File: config.mk
export PLATFORM = sky130hd
export DESIGN_NAME = m_axis_rc_adapt_reg
export DESIGN_NICKNAME = d
export VERILOG_FILES = /design/src/rtl/litepcie_usp_pkg.sv /design/src/rtl/axis_skid_buf.sv /design/src/rtl/m_axis_rc_adapt_reg.sv
export SDC_FILE = /design/constraint.sdc
export NUM_CORES = 1
export LEC_CHECK = 0
export BUFFER_PORTS_ARGS = -buffer_cell sky130_fd_sc_hd__buf_2
export CORE_AREA = 2 2 249 251
export CTS_CLUSTER_DIAMETER = 50
export DETAILED_ROUTE_END_ITERATION = 7
export DIE_AREA = 0 0 251 253
export PLACE_DENSITY = 0.73
export SLEW_MARGIN = 15
export SYNTH_ARGS = -nofsm -noshare
export SYNTH_HDL_FRONTEND = slang
export SYNTH_HIERARCHICAL = 1
export SYNTH_SLANG_ARGS = --single-unit
File: constraint.sdc
create_clock -name user_clk -period 1.8 [get_ports user_clk]
set_input_delay 0.54 -clock user_clk [delete_from_list [all_inputs] [get_ports user_clk]]
set_output_delay 0.54 -clock user_clk [all_outputs]
set_load 0.005 [all_outputs]
File: src/rtl/litepcie_usp_pkg.sv
// Shared types and helpers for the UltraScale+ RC adapter.
// Optional feature macro used by the adapter: LITEPCIE_RC_ERR_COUNT_EN.
package litepcie_usp_pkg;

  localparam int unsigned RC_DATA_W    = 256;
  localparam int unsigned RC_DKEEP_W   = RC_DATA_W / 32;
  localparam int unsigned RC_TUSER_A_W = 75;
  localparam int unsigned RC_DISC_BIT  = 42;
  localparam int unsigned RC_HDR_W     = 96;

  // Completion fmt/type bytes
  localparam logic [7:0] FMT_CPL    = 8'h0A;
  localparam logic [7:0] FMT_CPLD   = 8'h4A;
  localparam logic [7:0] FMT_CPLLK  = 8'h0B;
  localparam logic [7:0] FMT_CPLDLK = 8'h4B;

  // RC descriptor field offsets within DW0-2 of the first beat
  localparam int unsigned DESC_LA_LSB     = 0;
  localparam int unsigned DESC_BC_LSB     = 16;
  localparam int unsigned DESC_LOCKED_BIT = 29;
  localparam int unsigned DESC_DWCNT_LSB  = 32;
  localparam int unsigned DESC_STATUS_LSB = 43;
  localparam int unsigned DESC_POISON_BIT = 46;
  localparam int unsigned DESC_REQID_LSB  = 48;
  localparam int unsigned DESC_TAG_LSB    = 64;
  localparam int unsigned DESC_CPLID_LSB  = 72;
  localparam int unsigned DESC_TC_LSB     = 89;
  localparam int unsigned DESC_ATTR_LSB   = 92;

  typedef struct packed {
    logic [15:0] cpl_id;
    logic [2:0]  tc;
    logic [2:0]  attr;
    logic [15:0] req_id;
    logic [7:0]  tag;
    logic        poison;
    logic [2:0]  status;
    logic [10:0] dwcnt;
    logic        locked;
    logic [12:0] byte_count;
    logic [6:0]  lower_addr;
  } rc_desc_t;

  // One buffered beat; dword keep is expanded on the way out
  typedef struct packed {
    logic                  disc;
    logic                  last;
    logic [RC_DKEEP_W-1:0] dkeep;
    logic [RC_DATA_W-1:0]  data;
  } rc_beat_t;

  // Pull the descriptor fields out of DW0-2
  function automatic rc_desc_t rc_desc_unpack(input logic [RC_HDR_W-1:0] d);
    rc_desc_t x;
    x.lower_addr = d[DESC_LA_LSB +: 7];
    x.byte_count = d[DESC_BC_LSB +: 13];
    x.locked     = d[DESC_LOCKED_BIT];
    x.dwcnt      = d[DESC_DWCNT_LSB +: 11];
    x.status     = d[DESC_STATUS_LSB +: 3];
    x.poison     = d[DESC_POISON_BIT];
    x.req_id     = d[DESC_REQID_LSB +: 16];
    x.tag        = d[DESC_TAG_LSB +: 8];
    x.cpl_id     = d[DESC_CPLID_LSB +: 16];
    x.tc         = d[DESC_TC_LSB +: 3];
    x.attr       = d[DESC_ATTR_LSB +: 3];
    return x;
  endfunction

  // Build the 3-DW completion header; upper bits drop to give the PCIe wrap encoding
  function automatic logic [RC_HDR_W-1:0] cpl_hdr_build(input rc_desc_t x);
    logic [7:0]  fmt;
    logic [31:0] dw0;
    logic [31:0] dw1;
    logic [31:0] dw2;
    if (x.locked) fmt = (x.dwcnt != 11'd0) ? FMT_CPLDLK : FMT_CPLLK;
    else          fmt = (x.dwcnt != 11'd0) ? FMT_CPLD   : FMT_CPL;
    dw0 = {fmt, 1'b0, x.tc, 5'b0, x.poison, x.attr[1:0], 2'b0, x.dwcnt[9:0]};
    dw1 = {x.cpl_id, x.status, 1'b0, x.byte_count[11:0]};
    dw2 = {x.req_id, x.tag, 1'b0, x.lower_addr};
    return {dw2, dw1, dw0};
  endfunction

endpackage

File: src/rtl/axis_skid_buf.sv
// Two-entry AXI-Stream skid buffer: registered data, valid and upstream ready.
module axis_skid_buf #(
  parameter int unsigned WIDTH = 8
) (
  input  logic             user_clk,
  input  logic             user_reset_n,
  input  logic [WIDTH-1:0] in_data,
  input  logic             in_valid,
  output logic             in_ready,
  output logic [WIDTH-1:0] out_data,
  output logic             out_valid,
  input  logic             out_ready
);

  logic [WIDTH-1:0] skid_data_q;
  logic [WIDTH-1:0] skid_data_d;
  logic             skid_valid_q;
  logic             skid_valid_d;
  logic [WIDTH-1:0] out_data_d;
  logic             out_valid_d;
  logic             in_fire_c;
  logic             out_load_c;

  // Next-state: output register loads from skid first, otherwise from the input
  always_comb begin
    skid_data_d  = skid_data_q;
    skid_valid_d = skid_valid_q;
    out_data_d   = out_data;
    out_valid_d  = out_valid;
    in_fire_c    = in_valid & in_ready;
    out_load_c   = ~out_valid | out_ready;
    if (out_load_c) begin
      if (skid_valid_q) begin
        out_data_d   = skid_data_q;
        out_valid_d  = 1'b1;
        skid_valid_d = 1'b0;
      end else begin
        out_valid_d = in_fire_c;
        if (in_fire_c) out_data_d = in_data;
      end
    end else if (in_fire_c) begin
      skid_data_d  = in_data;
      skid_valid_d = 1'b1;
    end
  end

  // State registers; ready mirrors an empty skid entry
  always_ff @(posedge user_clk or negedge user_reset_n) begin
    if (!user_reset_n) begin
      skid_data_q  <= '0;
      skid_valid_q <= 1'b0;
      out_data     <= '0;
      out_valid    <= 1'b0;
      in_ready     <= 1'b0;
    end else begin
      skid_data_q  <= skid_data_d;
      skid_valid_q <= skid_valid_d;
      out_data     <= out_data_d;
      out_valid    <= out_valid_d;
      in_ready     <= ~skid_valid_d;
    end
  end

endmodule

File: src/rtl/m_axis_rc_adapt_reg.sv
// RC receive adapter: hard-IP RC descriptor -> PCIe completion header, dword->byte keep,
// registered through a 2-entry skid buffer.
// Optional: LITEPCIE_RC_ERR_COUNT_EN adds rc_err_count (errored completions, saturating).
module m_axis_rc_adapt_reg
  import litepcie_usp_pkg::*;
#(
  parameter int unsigned DATA_WIDTH = 256,
  parameter int unsigned KEEP_WIDTH = DATA_WIDTH / 8
) (
  input  logic                    user_clk,
  input  logic                    user_reset_n,
  input  logic [DATA_WIDTH-1:0]   m_axis_rc_tdata_a,
  input  logic [KEEP_WIDTH/4-1:0] m_axis_rc_tkeep_a,
  input  logic                    m_axis_rc_tlast_a,
  input  logic [RC_TUSER_A_W-1:0] m_axis_rc_tuser_a,
  input  logic                    m_axis_rc_tvalid_a,
  output logic                    m_axis_rc_tready_a,
  output logic [DATA_WIDTH-1:0]   m_axis_rc_tdata,
  output logic [KEEP_WIDTH-1:0]   m_axis_rc_tkeep,
  output logic                    m_axis_rc_tlast,
  output logic [3:0]              m_axis_rc_tuser,
  output logic                    m_axis_rc_tvalid,
  input  logic                    m_axis_rc_tready
`ifdef LITEPCIE_RC_ERR_COUNT_EN
  ,
  output logic [15:0]             rc_err_count
`endif
);

  logic     first_q;
  logic     in_fire_c;
  rc_desc_t desc_c;
  rc_beat_t in_beat_c;
  rc_beat_t out_beat;
  logic     unused_tuser_c;

  assign in_fire_c      = m_axis_rc_tvalid_a & m_axis_rc_tready_a;
  assign desc_c         = rc_desc_unpack(m_axis_rc_tdata_a[RC_HDR_W-1:0]);
  assign unused_tuser_c = ^{m_axis_rc_tuser_a[RC_TUSER_A_W-1:RC_DISC_BIT+1],
                            m_axis_rc_tuser_a[RC_DISC_BIT-1:0]};

  // Header substitution on the first beat of each completion
  always_comb begin
    in_beat_c       = '0;
    in_beat_c.data  = m_axis_rc_tdata_a;
    in_beat_c.dkeep = m_axis_rc_tkeep_a;
    in_beat_c.last  = m_axis_rc_tlast_a;
    in_beat_c.disc  = m_axis_rc_tuser_a[RC_DISC_BIT];
    if (first_q) in_beat_c.data[RC_HDR_W-1:0] = cpl_hdr_build(desc_c);
  end

  // Tracks whether the next accepted beat starts a completion
  always_ff @(posedge user_clk or negedge user_reset_n) begin
    if (!user_reset_n)  first_q <= 1'b1;
    else if (in_fire_c) first_q <= m_axis_rc_tlast_a;
  end

  axis_skid_buf #(
    .WIDTH($bits(rc_beat_t))
  ) u_skid (
    .user_clk    (user_clk),
    .user_reset_n(user_reset_n),
    .in_data     (in_beat_c),
    .in_valid    (m_axis_rc_tvalid_a),
    .in_ready    (m_axis_rc_tready_a),
    .out_data    (out_beat),
    .out_valid   (m_axis_rc_tvalid),
    .out_ready   (m_axis_rc_tready)
  );

  assign m_axis_rc_tdata = out_beat.data;
  assign m_axis_rc_tlast = out_beat.last;
  assign m_axis_rc_tuser = {3'b000, out_beat.disc};

  // Each dword keep bit covers four byte lanes
  for (genvar g = 0; g < KEEP_WIDTH; g++) begin : g_keep
    assign m_axis_rc_tkeep[g] = out_beat.dkeep[g/4];
  end

`ifdef LITEPCIE_RC_ERR_COUNT_EN
  logic [15:0] err_cnt_q;
  logic        err_hit_c;

  assign err_hit_c = in_fire_c & first_q &
                     ((desc_c.status != 3'd0) | desc_c.poison | m_axis_rc_tuser_a[RC_DISC_BIT]);

  // Saturating count of errored completions
  always_ff @(posedge user_clk or negedge user_reset_n) begin
    if (!user_reset_n)                             err_cnt_q <= 16'd0;
    else if (err_hit_c && (err_cnt_q != 16'hFFFF)) err_cnt_q <= err_cnt_q + 16'd1;
  end

  assign rc_err_count = err_cnt_q;
`endif

endmodule

==> flow_summary.json <==
{
  "status": "finished with violations",
  "violations": "setup timing",
  "fin_worst_skew_ps": 17.5,
  "port_buffers": 561,
  "clock_latency_ps": 600,
  "netlist_instances": 1571,
  "yosys.area_share.simple_pct": 0.714,
  "max-cap-violations": 0,
  "utilization_pct": 55.0,
  "vias": 15500,
  "netlist_area_um2": 26300,
  "cp_max_fo": 11,
  "die_height_um": 253,
  "p_leak_nw": 16.5,
  "setup_tns_ps": -10310,
  "cts_tree": "built",
  "clock-sinks": 536,
  "drive_above_1_share_pct": 75.0,
  "vdd_drop_max_v": 0.000847,
  "fin_nets": 2558,
  "grt_pass1_vias": 17300,
  "ys_async_sr_fraction_pct": 100,
  "ys_top_cells_by_area": "dfrtp_1, mux2_4, mux2_2, buf_6, buf_4",
  "yosysTopAreaCell": "dfrtp_1",
  "wl_mm": 67.7,
  "antenna_found_initial": 18,
  "hold_violations": 0,
  "ys_types": 23,
  "rsz0062_at_grt": "true",
  "start_util_pct": 43.1,
  "dpl-instance-area_um2": 30600,
  "grt_max_degree": 76,
  "clk_path_buf_depth": 3,
  "io_pins": 639,
  "critPathKind": "flop to flop",
  "muxShareOfSynthArea_pct": 44.1,
  "seq_area_frac_synth_pct": 51.0,
  "die_x_um": 251,
  "endpoint_kind": "flop",
  "dieArea_um2": 63500,
  "numCtsBuffers": 70,
  "gp_congestion": 0.835,
  "postRouteAntennaNets": 0,
  "yosysWarnings": 6,
  "cp.required_ps": 2270,
  "syn_avg_cell_area_um2": 16.7,
  "max_freq_mhz": 504,
  "synthToLayoutAreaGrowth_pct": 27.7,
  "slew_violations": 0,
  "synthAdderAreaFrac_pct": 0,
  "worst_slack_ps": -183,
  "drtIter0Drc": 585,
  "grt_use_total_pct": 20.7,
  "synth_top_family_by_area": "multiplexers",
  "synthXorXnorAreaFrac_pct": 0,
  "final_cells": 3077,
  "period_needed_ps": 1980,
  "drc_errors": 0,
  "final-setup-viol-count": 91,
  "clk_pin_slew_ps": 60,
  "grt_remaining_overflow": 0,
  "cp.arrival_ps": 2450,
  "cp-start-kind": "flop",
  "avgRoutedWirePerCell_um": 22.0,
  "dpl.cell_count": 2916,
  "hpwl_mm": 48.1,
  "root_buffer": "clkbuf_16",
  "rows": 91,
  "synth_edf_count": 0,
  "h-tree-depth": 3,
  "postLayoutCellArea_um2": 33600,
  "synth_compound_area_share_pct": 0.0619,
  "power_w": 0.0466,
  "ys.flop_type": "dfrtp_1",
  "viasPerCell": 5.04,
  "dr.pass1.iters": 4,
  "post-route-period-util_pct": 110,
  "core-area_um2": 61000,
  "synth-seq-cells": 536,
  "power_density_nw_per_um2": 1390,
  "synth_top_area_share_pct": 50.9,
  "grt_pass1_wl_mm": 103,
  "hp-class": "primary input to flop"
}
-- cell type report --
type                    instances  area (µm²)
multi-input cells             910       12000
repair buffers                695        4700
flip-flops and latches        536       13400
well taps                     790         988
inverters                       1        3.75
clock inverters                35         439
fillers                      4815       27500
diodes                         16        40.0
clock buffers                  94        1990
-- layout by cell type (no fill, tap or decap), types with 13 or more instances in the layout --
master and instances:
buf_12 52, buf_2 554, buf_4 65, buf_6 13, clkbuf_16 75, clkbuf_8 13, dfrtp_1 529, diode_2 16
mux2_2 382, mux2_4 496
-- path summary, 6_finish.rpt --
path                                      endpoint  slack, ps                    from  depth (start not counted)
setup / recovery               u_skid/out_data[12]       -180                 first_q                          5
hold / removal             u_skid/skid_data_q[250]        180  m_axis_rc_tdata_a[250]                          2
setup reg to reg               u_skid/out_data[12]       -180                 first_q                          5
hold reg to reg               u_skid/out_data[224]        500    u_skid/out_data[224]                          1
max in group asynchronous     u_skid/out_data[146]        640            user_reset_n                          4
min in group asynchronous  u_skid/skid_data_q[119]        400            user_reset_n                          2
-- stage by stage --
stage          worst slack (ps)  hold WS, ps
2_1_floorplan             -10.5          244
3_3_place_gp               -206          396
3_5_place_dp               -215          398
4_1_cts                    -177          137
5_1_grt                    -200          147
6_report                   -183          182
-- metal layers --
metal / vias to the layer above / wire length, µm / part of all wire [%] / global-route usage, %
met5: - / 65 / 0.096 / 0
met4: 12 / 2590 / 3.8 / 9.10
met3: 151 / 4110 / 6.1 / 5.78
met2: 468 / 32600 / 48 / 33.9
met1: 7930 / 28400 / 42 / 25.5
li1: 6933 / - / - / -
-- logic make-up (layout without fill, tap and decap cells) --
logic type / Yosys count / in the layout
mux: 878 / 878
flops: 536 / 536
buf+inv: 127 / 825
simple gates: 27 / 27
compound gates: 2 / 2
other cells: 1 / 19
-- registers in the layout (all words and copies together) (netlist names) --
| signal | cells |
|---|---|
| u_skid/skid_valid_q | 1 |
| u_skid/skid_data_q | 266 |
| u_skid/in_ready | 1 |
| u_skid/out_data | 266 |
| first_q | 1 |
| u_skid/out_valid | 1 |
-- critical path, stage by stage, from the launching register on --
cell and delay [ps]:
dfstp_4 640, buf_12 170, buf_12 160, mux2_4 310, mux2_2 280, mux2_2 270
-- cell usage after synthesis, types with 3 or more instances --
| cell type | count |
|---|---|
| dfrtp_1 | 535 |
| buf_2 | 35 |
| mux2_4 | 450 |
| buf_4 | 27 |
| clkbuf_1 | 3 |
| nor2b_1 | 9 |
| buf_6 | 61 |
| and2b_1 | 5 |
| mux2_2 | 428 |
-- power breakdown --
group	total, W	switching, W	internal, W	leakage [nW]
clock	0.0144	0.00568	0.00869	1.19
combinational	0.0138	0.00494	0.00888	8.97
sequential	0.0185	0.00242	0.0160	6.32
-- repair_timing --
| item | 4_1_cts | 5_1_grt |
|---|---|---|
| gates cloned | 0 | 4 |
| setup endpoints to repair | 97 | 97 |
| hold endpoints to repair | 13 | 0 |
| gates resized for setup | 21 | 51 |
| hold buffers | 1 | 0 |
| pin swaps | 0 | 2 |
| buffers inserted | 2 | 9 |
No activity file was read; power rests on OpenSTA's default activity.
